==> config.mk <==
export PLATFORM = sky130hd
export DESIGN_NAME = pipe_hazard_ctrl
export DESIGN_NICKNAME = d
export VERILOG_FILES = /design/src/rtl/pipe_hazard_ctrl.sv
export SDC_FILE = /design/constraint.sdc
export NUM_CORES = 1
export LEC_CHECK = 0
export ABC_AREA = 1
export CAP_MARGIN = 10
export CORE_MARGIN = 2
export CORE_UTILIZATION = 25
export CTS_BUF_LIST = sky130_fd_sc_hd__clkbuf_16
export CTS_CLUSTER_DIAMETER = 60
export DETAILED_ROUTE_END_ITERATION = 10
export GPL_TIMING_DRIVEN = 0
export MAX_ROUTING_LAYER = met4
export PLACE_DENSITY = 0.68
export SETUP_SLACK_MARGIN = 0.2
export SKIP_CTS_REPAIR_TIMING = 1
export SLEW_MARGIN = 20
export SYNTH_ARGS = -nofsm -noshare
export SYNTH_HDL_FRONTEND = slang
export SYNTH_SLANG_ARGS = --single-unit
export TNS_END_PERCENT = 5
==> constraint.sdc <==
create_clock -name clk -period 1.3 [get_ports clk]
set_input_delay 0.195 -clock clk [delete_from_list [all_inputs] [get_ports clk]]
set_output_delay 0.195 -clock clk [all_outputs]
set_load 0.01 [all_outputs]
==> src/rtl/pipe_hazard_ctrl.sv <==
// rtl/pipe_hazard_ctrl.sv - pipeline stall/bubble merge with registered flush sequencer
// Optional performance counters are built when PIPE_PERF_CNT_EN is defined.
module pipe_hazard_ctrl #(
    parameter int STAGES       = 6,
    parameter int FLUSH_CYCLES = 1,
    parameter int CNT_W        = 32
) (
    input  logic              clk,
    input  logic              rst,
    input  logic              rdy,
    input  logic [STAGES-1:0] stall_req,
    input  logic [STAGES-1:0] flush_req,
    output logic [STAGES-1:0] stall,
    output logic [STAGES-1:0] bubble,
    output logic [STAGES-1:0] flush,
    output logic              flush_busy,
    output logic [CNT_W-1:0]  stall_cycles,
    output logic [CNT_W-1:0]  flush_events
);
    localparam int         IDX_W    = (STAGES > 2) ? $clog2(STAGES) : 1;
    localparam logic [3:0] CNT_INIT = 4'(FLUSH_CYCLES - 1);

    typedef enum logic {IDLE, FLUSH} state_t;

    state_t            state_q, state_d;
    logic [STAGES-1:0] mask_q, mask_d;
    logic [3:0]        cnt_q, cnt_d;
    logic [IDX_W-1:0]  src_q, src_d;

    logic              stall_any, flush_any, accept;
    logic [IDX_W-1:0]  stall_k, flush_m;
    logic [STAGES-1:0] stall_raw, bubble_raw, flush_new_mask;

    always_comb begin
        stall_any = 1'b0;
        stall_k   = '0;
        flush_any = 1'b0;
        flush_m   = '0;
        for (int i = 0; i < STAGES; i++) begin
            if (stall_req[i]) begin
                stall_any = 1'b1;
                stall_k   = IDX_W'(i);
            end
        end
        // bit 0 cannot redirect: nothing is younger than the PC stage
        for (int i = 1; i < STAGES; i++) begin
            if (flush_req[i]) begin
                flush_any = 1'b1;
                flush_m   = IDX_W'(i);
            end
        end
        stall_raw      = '0;
        bubble_raw     = '0;
        flush_new_mask = '0;
        for (int i = 0; i < STAGES; i++) begin
            if (stall_any && (IDX_W'(i) <= stall_k))      stall_raw[i]      = 1'b1;
            if (stall_any && (i == int'(stall_k) + 1))    bubble_raw[i]     = 1'b1;
            if (flush_any && (IDX_W'(i) < flush_m))       flush_new_mask[i] = 1'b1;
        end
    end

    // A request from an older stage supersedes the running flush; younger ones are already covered
    assign accept = rdy && flush_any && ((state_q == IDLE) || (flush_m > src_q));

    always_comb begin
        state_d = state_q;
        mask_d  = mask_q;
        cnt_d   = cnt_q;
        src_d   = src_q;
        if (accept) begin
            state_d = FLUSH;
            mask_d  = flush_new_mask;
            cnt_d   = CNT_INIT;
            src_d   = flush_m;
        end else if (rdy && (state_q == FLUSH)) begin
            if (cnt_q == 4'd0) begin
                state_d = IDLE;
                mask_d  = '0;
                src_d   = '0;
            end else begin
                cnt_d = cnt_q - 4'd1;
            end
        end
    end

    always_ff @(posedge clk or negedge rst) begin
        if (!rst) begin
            state_q <= IDLE;
            mask_q  <= '0;
            cnt_q   <= '0;
            src_q   <= '0;
        end else begin
            state_q <= state_d;
            mask_q  <= mask_d;
            cnt_q   <= cnt_d;
            src_q   <= src_d;
        end
    end

    always_comb begin
        stall  = '0;
        bubble = '0;
        flush  = '0;
        if (rst) begin
            if (!rdy) begin
                stall = '1;
            end else begin
                flush  = (state_q == FLUSH) ? mask_q : '0;
                stall  = stall_raw & ~flush;
                bubble = bubble_raw & ~flush;
            end
        end
    end

    assign flush_busy = (state_q == FLUSH);

`ifdef PIPE_PERF_CNT_EN
    logic [CNT_W-1:0] stall_cycles_q, stall_cycles_d;
    logic [CNT_W-1:0] flush_events_q, flush_events_d;

    always_comb begin
        stall_cycles_d = stall_cycles_q;
        flush_events_d = flush_events_q;
        if (rdy && (|stall) && (stall_cycles_q != {CNT_W{1'b1}}))
            stall_cycles_d = stall_cycles_q + 1'b1;
        if (accept && (flush_events_q != {CNT_W{1'b1}}))
            flush_events_d = flush_events_q + 1'b1;
    end

    always_ff @(posedge clk or negedge rst) begin
        if (!rst) begin
            stall_cycles_q <= '0;
            flush_events_q <= '0;
        end else begin
            stall_cycles_q <= stall_cycles_d;
            flush_events_q <= flush_events_d;
        end
    end

    assign stall_cycles = stall_cycles_q;
    assign flush_events = flush_events_q;
`else
    assign stall_cycles = '0;
    assign flush_events = '0;
`endif

endmodule

==> impl_metrics.ini, run 1 <==
[status]
status = finished with violations
violations = hold timing, setup timing

[job]
cap_violations = 0

[drt]
drc = 0
dr.first_iter.drc_count = 51
dr.pass1.iters = 4
finalWirelength_um = 3670
via_per_inst = 3.68
ant_nets = 0
wl_per_cell_um = 9.42
via_count = 1431

[power_and_ir_drop]
vdd_drop_max_v = 0.000661
p_leak_nw = 1.60
powerDensity_nw_per_um2 = 1260
power.total_w = 0.00310

[logic_synthesis]
postSynthCellCount = 210
synth-edff-count = 0
synth-seq-cells = 14
async_reset_ff_share_pct = 100
mappedNetlistArea_um2 = 1540
synthDistinctLibCells = 28
synth_area_per_cell_um2 = 7.32
ys.flop_type = dfrtp_1
yosysWarnings = 0
ys_seq_area_share_pct = 22.8

[sta]
slew_viol_final = 0
fmax_ghz = 0.684
period_minus_slack_ns = 1.46
hold_violations = 14
fin_hold_ws_ns = -0.125
rsz0062_at_grt = yes
setup_ws_ns = -0.163
finClkSkew_ns = 0.00296
fin_crit_sh_pct = 113
setup_viol = 28

[clock_network]
cts.sinks = 14
clk-insertion-delay-late_ns = 0.25
cts_max_path_buffers = 2
cts_root_buf = clkbuf_16
tritoncts = yes
clkTransAtPathRegs_ns = 0.05
h-tree-depth = 1
cts_buffers = 3

[layout]
fin_nets = 334
drive_gt1_share_pct = 38.5
fin_area_um2 = 2450
antennaDiodeCount = 0
final.fill_count = 610
syn_to_final_growth_pct = 59.5

[global_routing]
global_route.usage.met3_pct = 1.85
grt_use_met2_pct = 17.7
track_usage_pct = 10.3
grt_pass1_wl_um = 5160
gr-total-overflow = 0
grt_pass1_vias = 1183
antenna_found_initial = 0
grt-busiest-layer = met2
grt_max_degree = 17
grtUsageMet1_pct = 11.4

[critical_path]
critPathRequiredTime_ns = 1.11
rrSetupSlack_ns = -0.16
r2r_end = mask_q[4]$_DFFE_PN0P_
timing.rr.start = src_q[1]$_DFFE_PN0P_
arrival_ns = 1.27
critPathCaptureType = output port
rr_worst_depth = 10
crit_fanout = 2
cp-start-kind = flop
crit_type = flop to output port

[placed_design]
finalWeightedCongestion = 0.788
dpl_cell_area_um2 = 2190
port_buffers = 31
hpwl_um = 2910
place_ws_ns = -1.27

[floorplan]
start_util_pct = 26.0
die_w_um = 82.4
core_region_area_um2 = 5920
fp-row-count = 28
io_pins = 98
die_h_um = 82.4
die_area_um2 = 6790

[min_path]
holdCritPathClass = input pin to async pin
[kinds of logic after synthesis]
logic type      share of synthesized area [%]
compound gates                           11.2
fa+ha+maj                                3.26
flops                                    22.8
other cells                             0.244
simple gates                             21.7
xor+xnor                                 1.14
buf+inv                                  39.7
[per-layer routing]
metal  vias up  part of all wire (%)
met5         -                     0
met1       604                    38
met4         0                   2.4
met3         7                    11
li1        750                     -
met2        70                    48
[critical path: stages (launching register included)]
cell and delay, ns:
dfrtp_2 0.40, buf_4 0.15, clkdlybuf4s50_1 0.47
[cells in the final DEF (no fill, tap or decap), types with 2 or more instances in the layout]
| cell type | Yosys | final |
|---|---|---|
| a21oi_1 | 8 | 6 |
| a21oi_2 | 0 | 2 |
| buf_2 | 1 | 6 |
| buf_4 | 65 | 70 |
| buf_6 | 4 | 4 |
| clkbuf_16 | 0 | 3 |
| clkbuf_2 | 0 | 2 |
| clkdlybuf4s50_1 | 0 | 2 |
| conb_1 | 1 | 65 |
| dfrtp_1 | 14 | 13 |
| dlymetal6s2s_1 | 0 | 22 |
| ha_4 | 0 | 2 |
| inv_1 | 19 | 14 |
| inv_2 | 0 | 4 |
| nand2_1 | 37 | 30 |
| nand2_2 | 2 | 7 |
| nand2_4 | 0 | 2 |
| nand3_1 | 10 | 8 |
| nand3_2 | 1 | 3 |
| nand3b_1 | 2 | 2 |
| nor2_1 | 11 | 10 |
| nor2_4 | 1 | 4 |
| nor3_1 | 3 | 2 |
| nor3b_2 | 0 | 2 |
| o211ai_1 | 10 | 10 |
| o21ai_0 | 5 | 2 |
| o21ai_1 | 1 | 2 |
| o21ai_2 | 1 | 3 |
[Yosys cell counts (2+ instances only)]
cell      count  area [um^2]
nor3_1        3         15.0
nand3_1      10         50.1
o21ai_0       5         25.0
o211ai_1     10         75.1
nand2_2       2         12.5
nor3b_1       2         15.0
buf_4        65          488
nor2_2        2         12.5
nand2_1      37          139
nor2_1       11         41.3
ha_1          4         50.1
buf_6         4         45.0
dfrtp_1      14          350
nand3b_1      2         15.0
a21oi_1       8         40.0
inv_1        19         71.3
[sequential cells by signal, summed over array words and instances, names as in the netlist]
register	cells
cnt_q	4
src_q	3
mask_q	6
flush_busy	1
[through the flow]
stage	setup TNS, ns	hold WS (ns)	utilization [%]	instances
5_1_grt	-6.26	-0.0920	41.4	389
2_1_floorplan	-1.05	-0.101	-	274
4_1_cts	-26.57	0.397	38.3	384
3_3_place_gp	-28.87	0.498	37.0	380
3_5_place_dp	-29.89	0.510	37.0	380
6_report	-3.47	-0.125	41.4	389
[power breakdown]
group / total [W] / switching, W / internal (W) / leakage, nW
Sequential: 0.000748 / 0.000128 / 0.000620 / 0.173
Combinational: 0.00176 / 0.000957 / 0.000803 / 1.39
Clock: 0.000592 / 0.000185 / 0.000407 / 0.0385
[worst max-delay path by stage]
stage	slack, ns	endpoint	start	depth (start not counted)
finish	-0.16	flush_busy	flush_busy$_DFFE_PN0P_	2
floorplan	-0.08	mask_q[2]$_DFFE_PN0P_	flush_req[4]	12
detailed placement	-1.27	bubble[2]	rst	4
global placement	-1.26	bubble[2]	rst	4
CTS	-1.29	bubble[2]	rst	4
global route	-0.27	src_q[0]$_DFFE_PN0P_	flush_req[5]	12
[final cells by class]
cell class                      instances  area (um^2)  share of cell area, %
Buffer                                 70          538                   21.9
Clock inverter                          1         3.75                  0.153
Tap cell                               75         93.8                   3.83
Multi-Input combinational cell        171          947                   38.6
Sequential cell                        14          352                   14.3
Clock buffer                            3         75.1                   3.06
Timing Repair Buffer                   36          368                   15.0
Inverter                               19         73.8                   3.01
(Power assumes the default switching activity.)
==> run 2: changes to the inputs <==
- CAP_MARGIN: 10 -> unset
- PLACE_DENSITY: 0.68 -> unset
==> impl_metrics.ini, run 2 (synthesis gave the netlist of run 1 again) <==
[job]
cap_violations = 0

[critical_path]
critPathRequiredTime_ns = 1.43
max_stage_delay_ns = 0.23
path_common_cell = nand2_1
cp-start-kind = input pin
r2r_end = mask_q[4]$_DFFE_PN0P_
crit_chain = dlymetal6s2s_1 -> o21bai_1 -> a21oi_2 -> ha_4 -> nand3_1 -> nand2_1 -> nand2_2 -> nand2_4 -> buf_6 -> o211ai_1 -> nand2_1
crit_fanout = 6
crit_slowest_cell = ha_4
arrival_ns = 1.60
rr_worst_depth = 10
crit_type = input pin to flop
timing.rr.start = src_q[2]$_DFFE_PN0P_
rrSetupSlack_ns = -0.17
critPathCaptureType = flop

[status]
status = finished with violations
violations = hold timing, setup timing

[floorplan]
die_h_um = 82.4
core_region_area_um2 = 5920
fp-row-count = 28
die_w_um = 82.4
start_util_pct = 26.0
die_area_um2 = 6790
io_pins = 98

[power_and_ir_drop]
power.total_w = 0.00323
p_comb_share_pct = 57.4
swShare_pct = 41.9
powerDensity_nw_per_um2 = 1330
seq_power_share_pct = 24.4
p_clk_share_pct = 18.2
p_sw_w = 0.00135
p_leak_nw = 1.47
vdd_drop_max_v = 0.000638
p_int_w = 0.00188

[sta]
setup_ws_ns = -0.169
worstMarginPinSlew_ns = 0.503
fmax_ghz = 0.681
fin_crit_sh_pct = 113
fin_hold_ws_ns = -0.120
finClkSkew_ns = 0.00373
setup_viol = 26
period_minus_slack_ns = 1.47
hold_violations = 14
rsz0062_at_grt = yes
slew_headroom_pct = 66.3
setup_tns_ns = -3.50
slew_viol_final = 0

[global_routing]
track_usage_pct = 9.62
antenna_found_initial = 0
grt_pass1_vias = 1155
gr-total-overflow = 0
grt_max_degree = 17
grt_pass1_wl_um = 4980

[clock_network]
tritoncts = yes
cts_buffers = 3
cts_max_path_buffers = 2
cts_root_buf = clkbuf_16
cts.sinks = 14
h-tree-depth = 1
clkTransAtPathRegs_ns = 0.05
clk-insertion-delay-late_ns = 0.25

[placed_design]
place_ws_ns = -1.31
finalWeightedCongestion = 0.780
port_buffers = 31
hpwl_um = 2730

[drt]
via_count = 1430
dr.pass1.iters = 4
wl_per_cell_um = 9.08
dr.first_iter.drc_count = 25
ant_nets = 0
via_per_inst = 3.67
drc = 0
finalWirelength_um = 3540

[min_path]
holdCritPathClass = input pin to async pin

[layout]
final_common_cell = buf_4
largest-register = mask_q
largest_register_ffs = 6
antennaDiodeCount = 0
syn_to_final_growth_pct = 58.0
drive_gt1_share_pct = 44.4
fin_nets = 335
top_regs = mask_q: 6 flops, cnt_q: 4 flops, src_q: 3 flops
final_cell_mix = buf_4 (70), conb_1 (65), nand2_1 (29)
final.fill_count = 630
-- run 2: cell count changes in the layout (fill, tap and decap cells not counted), moves of 2 or more --
cell | previous run | this run
nand2_2 | 7 | 5
nand3_2 | 3 | 5
dlymetal6s2s_1 | 22 | 11
a21oi_2 | 2 | 5
buf_2 | 6 | 18
nand2_4 | 2 | 5
nand3_1 | 8 | 6
a21oi_1 | 6 | 3
-- run 2: worst max-delay path: cells and delay by family --
kind            cells  cell delay (ns)
compound gates      3             0.48
fa+ha+maj           1             0.23
buf+inv             2             0.30
simple gates        5             0.39
-- run 2: area by class of cell --
cell class / instances / area (um^2) / share of cell area (%)
Clock buffer: 3 / 75.1 / 3.09
Sequential cell: 14 / 352 / 14.5
Inverter: 19 / 73.8 / 3.04
Timing Repair Buffer: 37 / 298 / 12.3
Clock inverter: 1 / 3.75 / 0.155
Multi-Input combinational cell: 171 / 990 / 40.8
Buffer: 70 / 542 / 22.3
Tap cell: 75 / 93.8 / 3.87
-- run 2: per-layer routing --
layer	GRT usage [%]	wire (um)	vias to the layer above
li1	-	-	753
met1	10.8	1410	612
met2	16.9	1750	60
met3	1.09	319	5
met4	4.50	60	0
met5	-	0	-
-- run 2: through the flow --
stage | hold slack [ns] | utilization, % | area (um^2) | cells
finish | -0.120 | 41.0 | 2430 | 390
global route | -0.0887 | 41.0 | 2430 | 390
CTS | 0.409 | 38.3 | 2270 | 384
detailed placement | 0.506 | 37.0 | 2190 | 380
global placement | 0.498 | 37.0 | 2190 | 380
floorplan | -0.101 | - | 1780 | 274
-- run 2: how the worst max path moves through the flow --
stage | cells past startpoint | endpoint | start
5_1_grt | 5 | bubble[3] | flush_busy$_DFFE_PN0P_
6_report | 11 | mask_q[4]$_DFFE_PN0P_ | flush_req[3]
2_1_floorplan | 12 | mask_q[2]$_DFFE_PN0P_ | flush_req[4]
4_1_cts | 4 | bubble[2] | rst
3_5_place_dp | 4 | bubble[2] | rst
3_3_place_gp | 4 | bubble[2] | rst
-- run 2: power by group through the flow --
stage	Sequential (W)	Clock, W	Combinational, W
2_1_floorplan	0.000718	0	0.00114
3_3_place_gp	0.000742	0	0.00153
3_5_place_dp	0.000746	0	0.00154
4_1_cts	0.000739	0.000594	0.00155
5_1_grt	0.000812	0.000612	0.00208
6_report	0.000788	0.000587	0.00185
